### src/rtl/mem_arbiter.sv
// mem_arbiter: shares one single-port synchronous RAM between NPORTS pipeline
// requesters. Grants one access per cycle by fixed priority (highest index
// wins) or round-robin. In-flight reads are tracked by a tag pipeline whose
// depth matches the RAM read latency, and data comes back with a per-port
// valid strobe. Ports flagged in NOP_MASK show NOP_VALUE whenever no data
// returns, so a stalled instruction fetch sees a NOP.
module mem_arbiter #(
    parameter int                ADDR_W    = 16,
    parameter int                DATA_W    = 16,
    parameter int                NPORTS    = 2,
    parameter int                RD_LAT    = 1,
    parameter int                RR_MODE   = 0,
    parameter logic [7:0]        NOP_MASK  = 8'h01,
    parameter logic [DATA_W-1:0] NOP_VALUE = '0
) (
    input  logic                     clk,
    input  logic                     reset,
    input  logic [NPORTS-1:0]        req,
    input  logic [NPORTS-1:0]        we,
    input  logic [NPORTS*ADDR_W-1:0] addr,
    input  logic [NPORTS*DATA_W-1:0] wdata,
    output logic [NPORTS-1:0]        gnt,
    output logic [NPORTS-1:0]        rvalid,
    output logic [NPORTS*DATA_W-1:0] rdata,
    output logic                     ram_en,
    output logic                     ram_we,
    output logic [ADDR_W-1:0]        ram_addr,
    output logic [DATA_W-1:0]        ram_wdata,
    input  logic [DATA_W-1:0]        ram_rdata
);

    localparam int PTR_W = $clog2(NPORTS);

    logic [ADDR_W-1:0] addr_a    [NPORTS];
    logic [DATA_W-1:0] wdata_a   [NPORTS];
    logic [DATA_W-1:0] rdata_q   [NPORTS];
    logic [DATA_W-1:0] rdata_d   [NPORTS];
    logic [NPORTS-1:0] rvalid_q;
    logic [NPORTS-1:0] rvalid_d;

    logic [PTR_W-1:0]  ptr_q;
    logic [PTR_W-1:0]  ptr_d;
    logic [PTR_W-1:0]  win;
    logic              any_req;

    logic [RD_LAT-1:0] tag_vld_q;
    logic [RD_LAT-1:0] tag_vld_d;
    logic [PTR_W-1:0]  tag_port_q [RD_LAT];
    logic [PTR_W-1:0]  tag_port_d [RD_LAT];

    logic              ret_vld;
    logic [PTR_W-1:0]  ret_port;

    for (genvar gi = 0; gi < NPORTS; gi++) begin : g_port
        assign addr_a[gi]                    = addr[gi*ADDR_W +: ADDR_W];
        assign wdata_a[gi]                   = wdata[gi*DATA_W +: DATA_W];
        assign rdata[gi*DATA_W +: DATA_W]    = rdata_q[gi];
    end

    assign rvalid = rvalid_q;

    // Select the winning port: highest index, or first requester from ptr on.
    always_comb begin
        win     = '0;
        any_req = 1'b0;
        if (RR_MODE != 0) begin
            // Walk backwards so the port closest to ptr is assigned last.
            for (int off = NPORTS - 1; off >= 0; off--) begin
                if (req[(int'(ptr_q) + off) % NPORTS]) begin
                    win     = PTR_W'((int'(ptr_q) + off) % NPORTS);
                    any_req = 1'b1;
                end
            end
        end else begin
            for (int i = 0; i < NPORTS; i++) begin
                if (req[i]) begin
                    win     = PTR_W'(i);
                    any_req = 1'b1;
                end
            end
        end
    end

    // Drive grant and the RAM port from the winner's fields.
    always_comb begin
        gnt       = '0;
        ram_en    = any_req;
        ram_we    = 1'b0;
        ram_addr  = '0;
        ram_wdata = '0;
        if (any_req) begin
            gnt[win]  = 1'b1;
            ram_we    = we[win];
            ram_addr  = addr_a[win];
            ram_wdata = wdata_a[win];
        end
    end

    // Round-robin pointer advances past the last granted port; idle cycles hold it.
    always_comb begin
        ptr_d = ptr_q;
        if (any_req) begin
            ptr_d = (int'(win) == NPORTS - 1) ? '0 : win + 1'b1;
        end
    end

    // Tag pipeline: stage 0 takes the granted read, later stages shift along.
    always_comb begin
        tag_vld_d     = '0;
        for (int s = 0; s < RD_LAT; s++) begin
            tag_port_d[s] = '0;
        end
        tag_vld_d[0]  = any_req & ~we[win];
        tag_port_d[0] = win;
        for (int s = 1; s < RD_LAT; s++) begin
            tag_vld_d[s]  = tag_vld_q[s-1];
            tag_port_d[s] = tag_port_q[s-1];
        end
    end

    // Return path: load RAM data for the tagged port, otherwise NOP or hold.
    always_comb begin
        ret_vld  = tag_vld_q[RD_LAT-1];
        ret_port = tag_port_q[RD_LAT-1];
        rvalid_d = '0;
        for (int i = 0; i < NPORTS; i++) begin
            rvalid_d[i] = ret_vld && (ret_port == PTR_W'(i));
            if (rvalid_d[i]) begin
                rdata_d[i] = ram_rdata;
            end else if (NOP_MASK[i]) begin
                rdata_d[i] = NOP_VALUE;
            end else begin
                rdata_d[i] = rdata_q[i];
            end
        end
    end

    // State registers; reset drops every in-flight read.
    always_ff @(posedge clk or posedge reset) begin
        if (reset) begin
            ptr_q     <= '0;
            tag_vld_q <= '0;
            rvalid_q  <= '0;
            for (int s = 0; s < RD_LAT; s++) begin
                tag_port_q[s] <= '0;
            end
            for (int i = 0; i < NPORTS; i++) begin
                rdata_q[i] <= NOP_MASK[i] ? NOP_VALUE : '0;
            end
        end else begin
            ptr_q     <= ptr_d;
            tag_vld_q <= tag_vld_d;
            rvalid_q  <= rvalid_d;
            for (int s = 0; s < RD_LAT; s++) begin
                tag_port_q[s] <= tag_port_d[s];
            end
            for (int i = 0; i < NPORTS; i++) begin
                rdata_q[i] <= rdata_d[i];
            end
        end
    end

endmodule

### config.mk
export PLATFORM = sky130hd
export DESIGN_NAME = mem_arbiter
export DESIGN_NICKNAME = d
export VERILOG_FILES = /design/src/rtl/mem_arbiter.sv
export SDC_FILE = /design/constraint.sdc
export NUM_CORES = 1
export LEC_CHECK = 0
export BUFFER_PORTS_ARGS = -buffer_cell sky130_fd_sc_hd__clkbuf_2
export CAP_MARGIN = 20
export CORE_AREA = 5 5 102 56
export DETAILED_ROUTE_END_ITERATION = 16
export DIE_AREA = 0 0 107 61
export PLACE_DENSITY = 0.81
export SLEW_MARGIN = 20
export SYNTH_ARGS = -nofsm -noshare
export SYNTH_HDL_FRONTEND = slang
export SYNTH_SLANG_ARGS = --single-unit
### constraint.sdc
create_clock -name clk -period 1.85 [get_ports clk]
set_clock_uncertainty 0.1 [all_clocks]
set_input_delay 0.555 -clock clk [delete_from_list [all_inputs] [get_ports clk]]
set_output_delay 0.555 -clock clk [all_outputs]
set_load 0.02 [all_outputs]
==> impl_metrics.csv, run 1 <==
group,metric,value,unit
route,initialDrtViolationCount,36,
timing,worst_pin_slew,0.435,ns
pwr,p_per_area,750,nW/um^2
critical_path,crit_start,"req[1]",
timing,max-slew-margin-rel,71.0,%
cells_and_area,drive_gt1_share,76.8,%
critical_path,critPathKind,"in -> out",
placed_design,place.gp.congestion,0.773,
critical_path,cp.arrival,1.36,ns
die,die_h,61,um
timing,final_hold_viol_count,0,
grt,grt_usage,17.5,%
status,status,"finished with violations",
timing,setup_viol,35,
placed_design,place_hpwl,4650,um
timing,fmax,496,MHz
grt,grtUsageMet3,6.27,%
placed_design,placed_cell_area,2550,sq um
route,dr.pass1.iters,4,
critical_path,crit_required,1.19,ns
clock_network,cts.clk_slew.worst_paths,0.07,ns
grt,antenna_found_initial,0,
clock_network,clock_sinks,36,
clock_network,clk_latency,0.28,ns
critical_path,end_kind,"output port",
route,vias,1617,
clock_network,htreeDepth,2,
route,avgRoutedWirePerCell,18.1,um
grt,busiest_layer,"met2",
clock_network,ctsHoldBuffers,0,
synthesis,ys_ff_latch,36,
critical_path,max_stage_delay,0.19,ns
grt,grt_use_met2,31.3,%
synthesis,synth_nets,207,
timing,period_minus_slack,2.01,ns
cells_and_area,area.growth.synth_to_final,82.1,%
die,fp.dieArea,6530,sq um
timing,drv_slew,0,
grt,grt_pass1_wl,8690,um
cells_and_area,final_area,3000,sq um
critical_path,critPathMaxFanout,24,
die,die_w,107,um
die,ios,156,
pwr,leakage,1.67,nW
cells_and_area,diodes,0,
cells_and_area,seq_area,901,sq um
route,vias_per_cell,4.76,
timing,period_share,109,%
timing,hold_ws,0.245,ns
die,rows,18,
flow_run,drv_cap,0,
placed_design,io_buffers,155,
timing,fin_ws,-0.164,ns
grt,grt_pass1_vias,1779,
route,wl,6140,um
cells_and_area,fin_nets,365,
worst_hold_path,hold_class,"in -> async",
clock_network,cts.path.max_buffers,2,
clock_network,cts_tree,"yes",
critical_path,cpMaxStageDelayCell,"buf_12",
critical_path,startpoint_type,"input port",
synthesis,yosysSeqAreaShare,54.7,%
synthesis,synth.distinct_cells,13,
synthesis,synth_cells,121,
synthesis,avgSynthCellArea,13.6,sq um
cells_and_area,finalCoreUtilization,63.4,%
grt,grt-ovfl-total,0,
critical_path,path_cells,"clkbuf_16 > nor2b_4 > buf_12 > a22o_1 > clkbuf_8",
die,core,4730,sq um
synthesis,yosysWarnings,0,
status,violations,"setup timing",
timing,rsz0062_at_grt,"true",
pwr,ir_drop,0.000285,V
grt,grt_use_met1,20.3,%
route,drc,0,
placed_design,post-place-ws,-0.190,ns
grt,grt_max_degree,37,
critical_path,cp_top_family,"buffers and inverters",
critical_path,r2r-start,"ret_port",
cells_and_area,nFillCells,395,
cells_and_area,multi_input_area,723,sq um
die,initial_core_util,34.8,%
route,postRouteAntennaNets,0,
clock_network,ctsRootBufferMaster,"clkbuf_8",
critical_path,path_buf_inv,3,
clock_network,numCtsBuffers,5,
timing,finalSetupTns,-4.00,ns
synthesis,synthesis.area,1650,sq um
-- state kept, by name, indices dropped and copies added (netlist names) --
register and count:
rdata 32, ret_port 1, ret_vld 1, rvalid 2
-- cell usage in the layout (no fill, tap or decap), drive strengths merged --
master	synthesis	layout
buf	8	16
clkbuf	3	150
bufbuf	0	2
nand2	1	1
and2b	1	1
nor2b	1	1
a22o	34	34
dfrtp	36	36
mux2	16	16
or2	1	1
and2	16	16
inv	4	4
clkinv	0	2
-- metrics by stage --
step	power [mW]	instances
4_1_cts	2.25	340
5_1_grt	2.36	340
2_1_floorplan	1.33	121
6_report	2.25	340
3_3_place_gp	1.59	330
3_5_place_dp	1.60	330
-- path summary, 6_finish.rpt --
check / endpoint / slack, ns / cells after the start
min in group clk: rdata[23] / 0.41 / 1
max in group asynchronous: rdata[19] / 1.10 / 3
worst min-delay path: rdata[11] / 0.25 / 3
worst min register to register: rdata[23] / 0.41 / 1
worst max-delay path: ram_addr[14] / -0.16 / 5
worst max register to register: rdata[16] / 0.63 / 2
-- timing repair --
item / CTS / global route
endpoints found under the setup margin: 35 / 35
gates resized for setup: 56 / 27
gates cloned: 2 / 0
pin swaps: 0 / 1
setup buffers: 0 / 1
-- layer usage --
metal / vias up / routed length (um)
met5: - / 0
met4: 0 / 87
met3: 10 / 458
met2: 73 / 3270
met1: 780 / 2330
li1: 754 / -
-- Yosys cell counts (all sizes together) --
master   n  area, sq um
nand2    1         11.3
clkbuf   3         11.3
mux2    16          184
buf      8         83.8
or2      1         6.26
nor2b    1         8.76
and2    16          120
inv      4         15.0
dfrtp   36          901
a22o    34          298
and2b    1         8.76
-- cells by family (layout without fill, tap and decap cells) --
kind of cell	after synthesis	in the layout	share of synthesized area, %
flops	36	36	54.7
compound gates	34	34	18.1
simple gates	20	20	9.42
mux	16	16	11.2
buf+inv	15	174	6.68
-- power breakdown --
part	switching, mW	leakage [nW]	total (mW)	internal [mW]
logic	0.387	1.16	0.778	0.391
registers	0.0426	0.455	0.916	0.874
clock network	0.260	0.0510	0.556	0.297
-- worst register-to-register path: cells and delay by family (launching register included) --
family	cells	cell delay (ns)
flip-flops	1	0.40
AND/OR/NAND/NOR	1	0.22
multiplexers	1	0.37
-- layout make-up --
type / instances / area share (%)
Sequential cell: 36 / 30.0
Clock inverter: 2 / 0.334
Tap cell: 60 / 2.50
Timing Repair Buffer: 162 / 39.8
Clock buffer: 6 / 2.75
Inverter: 4 / 0.500
Multi-Input combinational cell: 70 / 24.1
(Power assumes the default switching activity.)
==> inputs of run 2 (changes only) <==
==> config.mk (replaced) <==
export PLATFORM = sky130hd
export DESIGN_NAME = mem_arbiter
export DESIGN_NICKNAME = d
export VERILOG_FILES = /design/src/rtl/mem_arbiter.sv
export SDC_FILE = /design/constraint.sdc
export NUM_CORES = 1
export LEC_CHECK = 0
export CAP_MARGIN = 20
export CORE_AREA = 5 5 81 46
export DETAILED_ROUTE_END_ITERATION = 16
export DIE_AREA = 0 0 86 51
export DONT_BUFFER_PORTS = 1
export PLACE_DENSITY = 0.76
export SKIP_CTS_REPAIR_TIMING = 1
export SLEW_MARGIN = 20
export SYNTH_ARGS = -nofsm -noshare
export SYNTH_HDL_FRONTEND = slang
export SYNTH_SLANG_ARGS = --single-unit
==> run 2 against run 1 <==
  * The flow now finishes without violations
  * Non-clock buffer count decreased by 159
  * Critical path depth decreased by 2
  * Die area decreased by 33%
  * Sequential power increased by 14%
  * Setup slack improved by 0.22 ns
  * Via count decreased by 37%
  * Register-to-register slack about the same
  * Flip-flop and latch count unchanged
  * Final area decreased by 38%
  * Global-route usage increased by 2.8 points
  * Critical endpoint is now ram_addr[3]
==> impl_metrics.csv, run 2 (same netlist as run 1, synthesis figures left out) <==
group,metric,value,unit
status,status,"finished clean",
clock_network,htreeDepth,2,
cells_and_area,drive_gt1_share,64.5,%
cells_and_area,seq_area,901,sq um
pwr,leakage,0.873,nW
pwr,p_per_area,1030,nW/um^2
clock_network,cts.clk_slew.worst_paths,0.07,ns
timing,max-slew-margin-rel,63.1,%
die,die_h,51,um
critical_path,cp.arrival,1.14,ns
critical_path,startpoint_type,"input port",
clock_network,cts.path.max_buffers,2,
timing,fmax,557,MHz
grt,grt_usage,20.3,%
timing,worst_pin_slew,0.552,ns
grt,antenna_found_initial,0,
worst_hold_path,hold_class,"in -> async",
grt,grt_max_degree,39,
die,fp.dieArea,4390,sq um
cells_and_area,fin_nets,206,
cells_and_area,fin_cells,161,
route,vias,1014,
die,core,2890,sq um
clock_network,clock_sinks,36,
route,wl,4570,um
timing,final_hold_viol_count,0,
placed_design,io_buffers,0,
placed_design,post-place-ws,0.00208,ns
timing,hold_ws,0.107,ns
flow_run,drv_cap,0,
timing,rsz0062_at_grt,"false",
cells_and_area,final_area,1850,sq um
die,die_w,86,um
cells_and_area,area.growth.synth_to_final,12.5,%
die,rows,14,
placed_design,place_hpwl,3680,um
critical_path,end_kind,"output port",
clock_network,cts_tree,"yes",
timing,fin_ws,0.0538,ns
route,vias_per_cell,6.30,
cells_and_area,diodes,0,
critical_path,critPathKind,"in -> out",
clock_network,ctsRootBufferMaster,"clkbuf_8",
placed_design,place.gp.congestion,0.722,
grt,grt_pass1_wl,6640,um
grt,grt_pass1_vias,1113,
clock_network,numCtsBuffers,5,
placed_design,placed_cell_area,1730,sq um
cells_and_area,nFillCells,214,
cells_and_area,layout_commonest_cell,"dfrtp_1",
timing,period_minus_slack,1.80,ns
timing,period_share,97.1,%
grt,grt-ovfl-total,0,
pwr,ir_drop,0.000568,V
route,drc,0,
cells_and_area,largest_register_ff_count,32,
cells_and_area,multi_input_area,751,sq um
clock_network,clk_latency,0.28,ns
critical_path,crit_required,1.19,ns
critical_path,critPathMaxFanout,35,
cells_and_area,finalCoreUtilization,64.2,%
placed_design,dp_cells,153,
timing,setup_viol,0,
route,initialDrtViolationCount,22,
die,ios,156,
die,initial_core_util,57.0,%
route,postRouteAntennaNets,0,
cells_and_area,mostFrequentLayoutCells,"36 x dfrtp_1, 24 x a22o_2, 16 x and2_2",
timing,drv_slew,0,
route,dr.pass1.iters,4,
route,avgRoutedWirePerCell,28.4,um
==> run 2: path summary, 6_finish.rpt <==
kind / from / end / cells after the start / slack [ns]
min in group clk: req[1] / ret_port / 0 / 0.21
hold reg to reg: rdata[23] / rdata[23] / 1 / 0.57
hold / removal: reset / rvalid[0] / 1 / 0.11
max in group asynchronous: reset / rvalid[1] / 2 / 1.03
setup reg to reg: ret_port / rdata[18] / 2 / 0.63
setup / recovery: req[0] / ram_addr[3] / 3 / 0.05
==> run 2: worst max-delay path, cell delays in order <==
cell	delay, ns
nor2b_4	0.13
buf_12	0.20
a22o_2	0.24
==> run 2: routing by layer <==
layer | track usage (%) | vias up | part of all wire, %
met5 | 0 | - | 0
met4 | 6.58 | 0 | 0.50
met3 | 8.99 | 2 | 9.4
met2 | 35.8 | 58 | 56
met1 | 22.4 | 521 | 34
li1 | - | 433 | -
==> run 2: power breakdown <==
part,internal (mW),switching [mW]
clock,0.303,0.255
combinational,0.149,0.161
sequential,0.873,0.166
==> run 2: metrics by stage <==
step | setup TNS [ns] | power, mW
after floorplan | -1.04 | 1.33
after global routing | 0 | 1.99
final | 0 | 1.91
after detailed placement | 0 | 1.36
after CTS | 0 | 1.92
after global placement | 0 | 1.35
==> run 2: layout make-up <==
cell class	instances	area share (%)
Timing Repair Buffer	3	2.56
Sequential cell	36	48.6
Tap cell	40	2.70
Multi-Input combinational cell	70	40.5
Clock buffer	8	4.86
Inverter	4	0.810
